===== src/rtl/io_responder_pkg.sv =====
// Shared constants for the I/O responder: bus width, address map,
// status bit positions and TX FSM state encoding.
package io_responder_pkg;

    localparam int WIDTH = 16;

    localparam logic [WIDTH-1:0] IO_ADDR_LED         = WIDTH'(0);
    localparam logic [WIDTH-1:0] IO_ADDR_UART_DATA   = WIDTH'(1);
    localparam logic [WIDTH-1:0] IO_ADDR_UART_STATUS = WIDTH'(2);
    localparam logic [WIDTH-1:0] IO_ADDR_CYCLES      = WIDTH'(3);

    localparam int STAT_TX_BUSY    = 0;
    localparam int STAT_FIFO_EMPTY = 1;
    localparam int STAT_FIFO_FULL  = 2;
    localparam int STAT_OVERFLOW   = 3;

    typedef enum logic [1:0] {
        TX_IDLE  = 2'd0,
        TX_START = 2'd1,
        TX_DATA  = 2'd2,
        TX_STOP  = 2'd3
    } tx_state_t;

endpackage


===== src/rtl/io_responder_if.sv =====
// Core-side I/O port: write strobe, address, write data and combinational read data.
interface io_responder_if;
    import io_responder_pkg::*;

    logic             io_write_enable;
    logic [WIDTH-1:0] io_address;
    logic [WIDTH-1:0] io_write_data;
    logic [WIDTH-1:0] io_data_in;

    modport master (
        output io_write_enable, io_address, io_write_data,
        input  io_data_in
    );

    modport slave (
        input  io_write_enable, io_address, io_write_data,
        output io_data_in
    );

endinterface


===== src/rtl/io_responder_tx_fifo.sv =====
// Byte FIFO feeding the UART transmitter; a push into a full FIFO is
// accepted when a pop happens in the same cycle.
module io_tx_fifo
    import io_responder_pkg::*;
#(
    parameter int FIFO_DEPTH_LOG2 = 3
) (
    input  logic       clk,
    input  logic       reset,
    input  logic       push,
    input  logic [7:0] push_data,
    input  logic       pop,
    output logic [7:0] pop_data,
    output logic       empty,
    output logic       full
);

    localparam int AW = FIFO_DEPTH_LOG2;
    localparam logic [AW:0] COUNT_FULL = (AW + 1)'(2 ** AW);

    logic [7:0]    mem [2 ** AW];
    logic [AW-1:0] wr_ptr;
    logic [AW-1:0] rd_ptr;
    logic [AW:0]   count;
    logic          do_push;
    logic          do_pop;

    always_comb begin
        empty    = (count == '0);
        full     = (count == COUNT_FULL);
        do_pop   = pop && !empty;
        do_push  = push && (!full || do_pop);
        pop_data = mem[rd_ptr];
    end

    always_ff @(posedge clk) begin
        if (do_push) begin
            mem[wr_ptr] <= push_data;
        end
    end

    always_ff @(posedge clk or posedge reset) begin
        if (reset) begin
            wr_ptr <= '0;
            rd_ptr <= '0;
            count  <= '0;
        end else begin
            if (do_push) begin
                wr_ptr <= wr_ptr + AW'(1);
            end
            if (do_pop) begin
                rd_ptr <= rd_ptr + AW'(1);
            end
            case ({do_push, do_pop})
                2'b10:   count <= count + (AW + 1)'(1);
                2'b01:   count <= count - (AW + 1)'(1);
                default: count <= count;
            endcase
        end
    end

endmodule


===== src/rtl/io_responder.sv =====
// Memory-mapped I/O slave: LED register, free-running cycle counter and a
// FIFO-buffered 8N1 UART transmitter.
module io_responder
    import io_responder_pkg::*;
#(
    parameter int CLKS_PER_BIT    = 217,
    parameter int FIFO_DEPTH_LOG2 = 3
) (
    input  logic          clk,
    input  logic          reset,
    io_responder_if.slave io,
    output logic [7:0]    leds,
    output logic          uart_tx
);

    localparam int BAUD_W = $clog2(CLKS_PER_BIT);
    localparam logic [BAUD_W-1:0] BAUD_LAST = BAUD_W'(CLKS_PER_BIT - 1);

    logic             wr_led;
    logic             wr_uart_data;
    logic             wr_uart_status;
    logic             wr_cycles;
    logic [WIDTH-1:0] cycles;
    logic             overflow;
    logic             fifo_empty;
    logic             fifo_full;
    logic             fifo_drop;
    logic [7:0]       fifo_pop_data;
    logic             unused_wdata_hi;

    tx_state_t         state, state_next;
    logic [BAUD_W-1:0] baud, baud_next;
    logic [2:0]        bit_idx, bit_idx_next;
    logic [7:0]        shift, shift_next;
    logic              tx_next;
    logic              fsm_pop;

    assign unused_wdata_hi = ^io.io_write_data[WIDTH-1:8];

    always_comb begin
        wr_led         = io.io_write_enable && (io.io_address == IO_ADDR_LED);
        wr_uart_data   = io.io_write_enable && (io.io_address == IO_ADDR_UART_DATA);
        wr_uart_status = io.io_write_enable && (io.io_address == IO_ADDR_UART_STATUS);
        wr_cycles      = io.io_write_enable && (io.io_address == IO_ADDR_CYCLES);
        // A same-cycle pop makes room, so only a push with no pop is dropped.
        fifo_drop      = wr_uart_data && fifo_full && !fsm_pop;
    end

    io_tx_fifo #(
        .FIFO_DEPTH_LOG2(FIFO_DEPTH_LOG2)
    ) u_tx_fifo (
        .clk       (clk),
        .reset     (reset),
        .push      (wr_uart_data),
        .push_data (io.io_write_data[7:0]),
        .pop       (fsm_pop),
        .pop_data  (fifo_pop_data),
        .empty     (fifo_empty),
        .full      (fifo_full)
    );

    always_ff @(posedge clk or posedge reset) begin
        if (reset) begin
            leds     <= '0;
            cycles   <= '0;
            overflow <= 1'b0;
        end else begin
            if (wr_led) begin
                leds <= io.io_write_data[7:0];
            end
            cycles <= wr_cycles ? '0 : cycles + WIDTH'(1);
            if (fifo_drop) begin
                overflow <= 1'b1;
            end else if (wr_uart_status && io.io_write_data[0]) begin
                overflow <= 1'b0;
            end
        end
    end

    always_comb begin
        io.io_data_in = '0;
        case (io.io_address)
            IO_ADDR_LED:    io.io_data_in = WIDTH'(leds);
            IO_ADDR_CYCLES: io.io_data_in = cycles;
            IO_ADDR_UART_STATUS: begin
                io.io_data_in[STAT_TX_BUSY]    = (state != TX_IDLE);
                io.io_data_in[STAT_FIFO_EMPTY] = fifo_empty;
                io.io_data_in[STAT_FIFO_FULL]  = fifo_full;
                io.io_data_in[STAT_OVERFLOW]   = overflow;
            end
            default: ;
        endcase
    end

    always_comb begin
        state_next   = state;
        baud_next    = baud;
        bit_idx_next = bit_idx;
        shift_next   = shift;
        fsm_pop      = 1'b0;
        case (state)
            TX_IDLE: begin
                if (!fifo_empty) begin
                    fsm_pop    = 1'b1;
                    shift_next = fifo_pop_data;
                    baud_next  = '0;
                    state_next = TX_START;
                end
            end
            TX_START: begin
                if (baud == BAUD_LAST) begin
                    baud_next    = '0;
                    bit_idx_next = '0;
                    state_next   = TX_DATA;
                end else begin
                    baud_next = baud + BAUD_W'(1);
                end
            end
            TX_DATA: begin
                if (baud == BAUD_LAST) begin
                    baud_next  = '0;
                    shift_next = shift >> 1;
                    if (bit_idx == 3'd7) begin
                        state_next = TX_STOP;
                    end else begin
                        bit_idx_next = bit_idx + 3'd1;
                    end
                end else begin
                    baud_next = baud + BAUD_W'(1);
                end
            end
            TX_STOP: begin
                if (baud == BAUD_LAST) begin
                    baud_next  = '0;
                    state_next = TX_IDLE;
                end else begin
                    baud_next = baud + BAUD_W'(1);
                end
            end
            default: state_next = TX_IDLE;
        endcase

        // The line level is derived from the upcoming state so uart_tx is a plain flop.
        case (state_next)
            TX_START: tx_next = 1'b0;
            TX_DATA:  tx_next = shift_next[0];
            default:  tx_next = 1'b1;
        endcase
    end

    always_ff @(posedge clk or posedge reset) begin
        if (reset) begin
            state   <= TX_IDLE;
            baud    <= '0;
            bit_idx <= '0;
            shift   <= '0;
            uart_tx <= 1'b1;
        end else begin
            state   <= state_next;
            baud    <= baud_next;
            bit_idx <= bit_idx_next;
            shift   <= shift_next;
            uart_tx <= tx_next;
        end
    end

endmodule


===== src/flat_wrapper.sv =====
// flat-port wrapper written by rule: the top's interface ports become plain ports
module io_responder_flat import io_responder_pkg::*;
#(
    parameter int CLKS_PER_BIT    = 217,
    parameter int FIFO_DEPTH_LOG2 = 3
)
  (clk, reset, leds, uart_tx, io_io_write_enable, io_io_address, io_io_write_data, io_io_data_in);
  io_responder_if io_i ();
  input  logic clk;
  input  logic reset;
  output logic [7:0] leds;
  output logic uart_tx;
  input wire logic [$bits(io_i.io_write_enable)-1:0] io_io_write_enable;
  input wire logic [$bits(io_i.io_address)-1:0] io_io_address;
  input wire logic [$bits(io_i.io_write_data)-1:0] io_io_write_data;
  output wire logic [$bits(io_i.io_data_in)-1:0] io_io_data_in;
  assign io_i.io_write_enable = io_io_write_enable;
  assign io_i.io_address = io_io_address;
  assign io_i.io_write_data = io_io_write_data;
  assign io_io_data_in = io_i.io_data_in;
  io_responder #(.CLKS_PER_BIT(CLKS_PER_BIT), .FIFO_DEPTH_LOG2(FIFO_DEPTH_LOG2)) u_core (.clk(clk), .reset(reset), .io(io_i), .leds(leds), .uart_tx(uart_tx));
endmodule

===== config.mk =====
export PLATFORM = sky130hd
export DESIGN_NAME = io_responder_flat
export DESIGN_NICKNAME = d
export VERILOG_FILES = /design/src/rtl/io_responder_pkg.sv /design/src/rtl/io_responder_if.sv /design/src/rtl/io_responder_tx_fifo.sv /design/src/rtl/io_responder.sv /design/src/flat_wrapper.sv
export SDC_FILE = /design/constraint.sdc
export NUM_CORES = 1
export LEC_CHECK = 0
export ABC_AREA = 0
export BUFFER_PORTS_ARGS = -buffer_cell sky130_fd_sc_hd__buf_2
export CORE_MARGIN = 5
export CORE_UTILIZATION = 40
export DETAILED_ROUTE_END_ITERATION = 6
export PLACE_DENSITY_LB_ADDON = 0.25
export SLEW_MARGIN = 20
export SYNTH_ARGS = -nofsm -noshare
export SYNTH_HDL_FRONTEND = slang
export SYNTH_SLANG_ARGS = --single-unit

===== constraint.sdc =====
create_clock -name clk -period 7.2 [get_ports clk]
set_clock_uncertainty 0.05 [all_clocks]
set_input_delay 1.08 -clock clk [delete_from_list [all_inputs] [get_ports clk]]
set_output_delay 1.08 -clock clk [all_outputs]
set_load 0.02 [all_outputs]

# Word level (Yosys, flattened, before mapping)
# Memory sizes are Yosys's and may differ from the RTL's.
# Index checks and enable logic that the tools add are counted.
[op_classes]
addsub = 7
eq_ne = 17
n_mux = 27
n_reduce_logical = 24
[op_table]
columns = ["operator", "count"]
rows = [
  ["$eq A16 B2 Y1 const B", 2],
  ["$mux W8", 4],
  ["$pmux W8 S2", 2],
  ["$pmux W12 S2", 1],
  ["$add A16 B1 Y16 const B", 1],
  ["$eq A16 B1 Y1 const B", 1],
  ["$logic_not A16 Y1", 1],
  ["$mux W16", 1],
  ["$pmux W4 S3", 1],
  ["$mux W2", 5],
  ["$reduce_bool A2 Y1", 5],
  ["$add A3 B1 Y3 const B", 3],
  ["$logic_and A1 B1 Y1", 9],
  ["$mux W3", 3],
  ["$add A8 B1 Y8 const B", 1],
  ["$eq A2 B2 Y1 const B", 4],
  ["$eq A8 B8 Y1 const B", 1],
  ["$pmux W2 S4", 1],
  ["$pmux W4 S2", 1],
  ["$eq A2 B1 Y1 const B", 3],
  ["$mux W1", 6],
  ["$pmux W3 S2", 1],
  ["$add A4 B1 Y4 const B", 1],
  ["$eq A4 B4 Y1 const B", 1],
  ["other kinds (12)", 16],
]
[totals]
regBits = 57
ram_bits = 64
input_bits = 35
output_inout_bits = 25
elab_cells = 88
n_memories = 1
[memory_table]
columns = ["name", "depth", "word_bits", "read_ports", "rd_clocked_by_memory_dff", "wr", "line_no", "rtl"]
rows = [
  ["u_core.u_tx_fifo.mem", 8, 8, 1, 0, 1, "io_responder_tx_fifo.sv:21", "logic [7:0] mem [2 ** AW];"],
]

# Logic depth before layout (Yosys ltp)
[depth]
ltp_word = 8
mapped_depth = 12

# Hierarchy
# A second synthesis with hierarchy kept.
[hier_totals]
hier_cells = 429
area_unflattened_um2 = 5684.2
[modules_own_cells]
columns = ["module", "instances", "cells_per_inst", "area_per_inst_um2", "seq_area_each_um2"]
rows = [
  ["io_tx_fifo", 1, 165, 3135.5, 2172.1],
  ["io_responder", 1, 264, 2548.7, 1177.4],
]

# Worst setup path before layout
# OpenSTA, ideal clock, no wires.
[synth_timing]
path_type = "input to output"
start = "in io_io_address[3]"
end = "out io_io_data_in[13]"
arrival_time_ps = 2319
t_required_ps = 6070
slack_ps = 3751
path_stages = 5
path_buffers = 1
cell_sequence = "nor4_1 and4_1 buf_2 nand2_1 nor3_1"
[synth_between]
elab_chain_len = 2
[synth_lines]
columns = ["item", "line_no", "rtl"]
rows = [
  ["start, declared", "flat_wrapper.sv:14", "input wire logic [$bits(io_i.io_address)-1:0] io_io_address;"],
  ["$eq A16 B2 Y1 or $logic_not A16 Y1 (tied branches)", "io_responder.sv:82", "case (io.io_address)"],
  ["$pmux W12 S2 *", "io_responder.sv:82", ""],
  ["end, declared", "flat_wrapper.sv:16", "output wire logic [$bits(io_i.io_data_in)-1:0] io_io_data_in;"],
]
# Every way passes the cells marked *; elsewhere a longest branch is shown, timed or not.

# Worst setup path in the final report
[layout_timing]
start = "in io_io_address[10]"
end = "out io_io_data_in[5]"
# Same word-level chain as after synthesis.

==> summary.md <==
| Metric | Value |
|---|---|
| Outcome | finished, final reports clean |
| Simple-Gate Fraction of Synth Area | 13.1% |
| Number of CTS-inserted buffers | 17 |
| Commonest non-fill, non-tap cell in the layout | edfxtp_1 |
| WHS | 0.457 ns |
| Least-Margin Pin Slew | roughly 1 ns |
| Die extent in y | 128 um |
| Post-synthesis cell count | 411 |
| HPWL after DPL | roughly 7700 um |
| Via density per instance | approximately 5.4 |
| Final design area excluding fillers | roughly 0.0065 mm^2 |
| Clock-pin slew on the worst setup and hold paths | approximately 0.060 ns |
| Setup-failing EPs final | 0 |
| Synth cell types | 56 |
| Final Total Pwr | 2150 uW |
| CP most frequent cell | buf_2 |
| Per-instance average area after synthesis | around 13 um^2 |
| Post-Route WL | ~12000 um |
| Launching element of the worst setup path | io_io_address[10] |
| Switching Share | 28.6% |
| Number of standard cells in the layout, taps in and fillers out | roughly 660 |
| Area share of fa/ha/maj cells after synthesis | 2.26% |
| Post-detailed-placement cell area | roughly 0.0060 mm^2 |
| Leftover overflow at the end of global routing | 0 |
| Layout overhead on the synthesized area | 18.3% |
| Yosys synthesis warning count | 0 |
| Critical path fanouts, max | 10 |
| Number of endpoints with negative hold slack in the final report | 0 |
| Clock buffer depth | 2 |
| Total area of multi-input combinational cells | approximately 0.0021 mm^2 |
| Antenna violations before repair | 0 |
| Post-detailed-route DRC marker count | 0 |
| Main combinational cell family by area after synthesis | simple AND/OR/NAND/NOR gates |
| Proportion of power drawn by flip-flops and latches | 41.7% |
| Fraction of synthesis flops using an asynchronous set or reset pin | a little under half |
| Met2 demand-to-capacity share in global routing | approximately 24% |
| Area of all sequential standard cells | 0.00335 mm^2 |
| WP data arrival | between 2 and 3 ns |
| GR met3 Demand/Resource | ~4.1% |
| Largest net degree at the start of global routing | between 50 and 60 |
| Wirelength per Cell | 17.5 um |
| Worst vdd ir | between 0.15 and 0.2 mV |
| Top FF cell, synth | edfxtp_1 |
| Core area | around 0.014 mm^2 |
| Number of global-route vias before repair | 3699 |
| Int Pwr | roughly 1500 uW |
| Number of buffer cells added on primary ports | slightly above 50 |
| Critical Path Start Type | primary input |
| Leakage power | about 0.0026 uW |
| Number of enable-type register cells in the synthesized netlist | 64 |
| Net count of the finished layout | 513 |
| Post-route fraction of the period consumed by the critical path | 53.2% |
| Antenna Nets Post-Route | 0 |
| Synth top area share | 34.7% |
| Critical path class | in -> out |
| Power share of the clock group | between 30% and 40% |
| Synthesized Nets | about 460 |
| Crit path time final | roughly 3.8 ns |
| Maximum clock frequency | about 260 MHz |
| Met1 GRT Util | slightly below 20% |
| Number of placed I/O pins | 60 |
| Vias after detailed routing | 3549 |
| Power dissipated by switching net loads | a little over 600 uW |
| Diode insertion count for antenna repair | 0 |
| Post-synthesis sequential element count | around 120 |
| H-tree levels | 4 |
| Final weighted congestion in routability-driven placement | around 0.84 |
| Cell count after placement | ~630 |
| Hold_buf cts | 0 |
| Layer with the highest usage after global routing | met2 |
| Commonest cells after routing, fill and taps aside | edfxtp_1, dfrtp_1, buf_2, nor2_1, nand2_1 |
| # rows | 43 |
| Combinational fraction of design power | a little under a fifth |
| Cell area after synthesis | 0.00553 mm^2 |
| Die area | between 0.015 and 0.02 mm^2 |
| Number of clock sinks | 121 |
| Initial Util | between 40 and 50% |
| Largest stage delay on the critical path | around 0.52 ns |
| Share of synthesized area occupied by flip-flops and latches | between 60% and 70% |
| First-pass GRT wire length | approximately 19000 um |
| TritonCTS clock tree | done |
| Library cell contributing the largest single delay on the critical path | nor3_2 |
| Complex-gate fraction of the synthesized area | between 7 and 8% |
| Die outline width | 128 um |
| Worst Min Path Start | u_core.u_tx_fifo.count[3] |
| Kind of end point of the critical path | output pin |
| Final-layout setup total negative slack | 0 ns |
| Max-cap viol count | 0 |
| Cell type with the largest total area after synthesis | edfxtp_1 |
| Synth top area cells | edfxtp_1, dfrtp_1, mux4_2, mux2i_1, nor2_1 |
| Pre-antenna DRT Iters | 4 |
| Pwr Density | 329 mW/mm^2 |
| Slew HR | 32.7% |
| Xor/xnor cell area share of the yosys netlist | 3.80% |
| Initial drt markers | between 150 and 200 |
| Cell chosen for the clock root | clkbuf_16 |
| Count of filler cells inserted in the layout | 1235 |
| Critical path cell sequence | buf_2 > nor4_1 > nand4_1 > nor3_2 > a22o_1 > buf_2 |
| Hold crit path type | reg -> reg |
| Unrepaired setup endpoints after global routing | false |
| Buffer count from post-CTS setup fixing | 0 |
| Tot GR Track Use | between 10% and 20% |
| Mux share of post-synthesis cell area | between 10% and 20% |
| PostCTS Resize Cnt | 0 |
| Layout cells sized above 1 | 25.4% |
| Launch point of the worst reg-to-reg path | u_core.u_tx_fifo.count[2] |
| R2r setup slk | between 4 and 5 ns |
| Req. time, crit path | between 6 and 7 ns |
| Pins Over Slew Limit | 0 |
| Clk Latency, worst-skew pair | about 0.42 ns |
## synthesized netlist by cell type, types with 3 or more instances
| cell | instances |
|---|---|
| nor2b_1 | 3 |
| a22o_1 | 8 |
| mux2i_1 | 14 |
| mux2_2 | 9 |
| xnor2_1 | 12 |
| nor3_2 | 4 |
| nand2_1 | 22 |
| nor4_1 | 6 |
| xor2_1 | 12 |
| o31ai_1 | 3 |
| nand4_1 | 11 |
| buf_2 | 6 |
| a221o_1 | 7 |
| nand3_1 | 12 |
| nor2_1 | 36 |
| and4_1 | 4 |
| a22oi_1 | 3 |
| inv_1 | 12 |
| o2bb2ai_1 | 7 |
| mux4_2 | 14 |
| and2_1 | 9 |
| a21oi_1 | 12 |
| o21ai_0 | 11 |
| clkbuf_1 | 4 |
| edfxtp_1 | 64 |
| ha_1 | 10 |
| nor3_1 | 4 |
| nand2b_1 | 3 |
| nand3b_1 | 3 |
| dfrtp_1 | 56 |
## registers in the layout, summed over array words and instances (netlist names)
register                 count
u_core.bit_idx               3
u_core.shift                 8
u_core.u_tx_fifo.count       4
u_core.overflow              1
u_core.state                 2
u_core.u_tx_fifo.mem        64
u_core.uart_tx               1
u_core.leds                  8
u_core.u_tx_fifo.rd_ptr      3
u_core.baud                  8
u_core.cycles               16
u_core.u_tx_fifo.wr_ptr      3
## final timing paths
| path | to | depth (start not counted) |
|---|---|---|
| setup reg to reg | u_core.u_tx_fifo.count[2] | 10 |
| hold reg to reg | u_core.u_tx_fifo.count[3] | 1 |
| min in group asynchronous | u_core.baud[5] | 3 |
| hold / removal | u_core.u_tx_fifo.count[3] | 1 |
| setup / recovery | io_io_data_in[5] | 6 |
| max in group asynchronous | u_core.u_tx_fifo.rd_ptr[0] | 3 |
## per-layer routing
metal  wire, um  vias to the layer above
li1           -                     1669
met1       5240                     1791
met2       5650                       74
met3        503                       15
met4        159                        0
met5          0                        -
## worst max-delay path, delay by kind of cell
family | cells | cell delay (ns)
AO/OA/AOI/OAI | 1 | 0.22
buffers and inverters | 2 | 0.26
AND/OR/NAND/NOR | 3 | 1.13
## stage by stage
step	worst slack (ns)	util, %
after floorplan	3.75	-
after global placement	3.40	43.4
after detailed placement	3.37	43.4
after CTS	3.36	47.7
after global routing	3.15	47.7
final	3.37	47.7
## final cells by class
cell class	instances	area share, %
clock buffers	20	6.82
clock inverters	12	2.14
inverters	12	0.688
well taps	180	3.44
repair buffers	53	4.13
multi-input cells	263	31.6
flip-flops and latches	121	51.2
## power by group through the flow
stage               logic [uW]  clock network, uW  registers (uW)
finish                     410                844             898
global route               466                885             913
CTS                        419                858             899
detailed placement         418                  0             909
global placement           402                  0             908
floorplan                  363                  0             861
## kinds of logic after synthesis
family                     count (synthesis)
and+or+nand+nor                          132
DFF                                      121
AOI/OAI and AO/OA                         58
muxes                                     39
buffers and inverters                     27
xor gates and xnor gates                  24
adders and majority gates                 10
No activity file was read; power rests on OpenSTA's default activity.
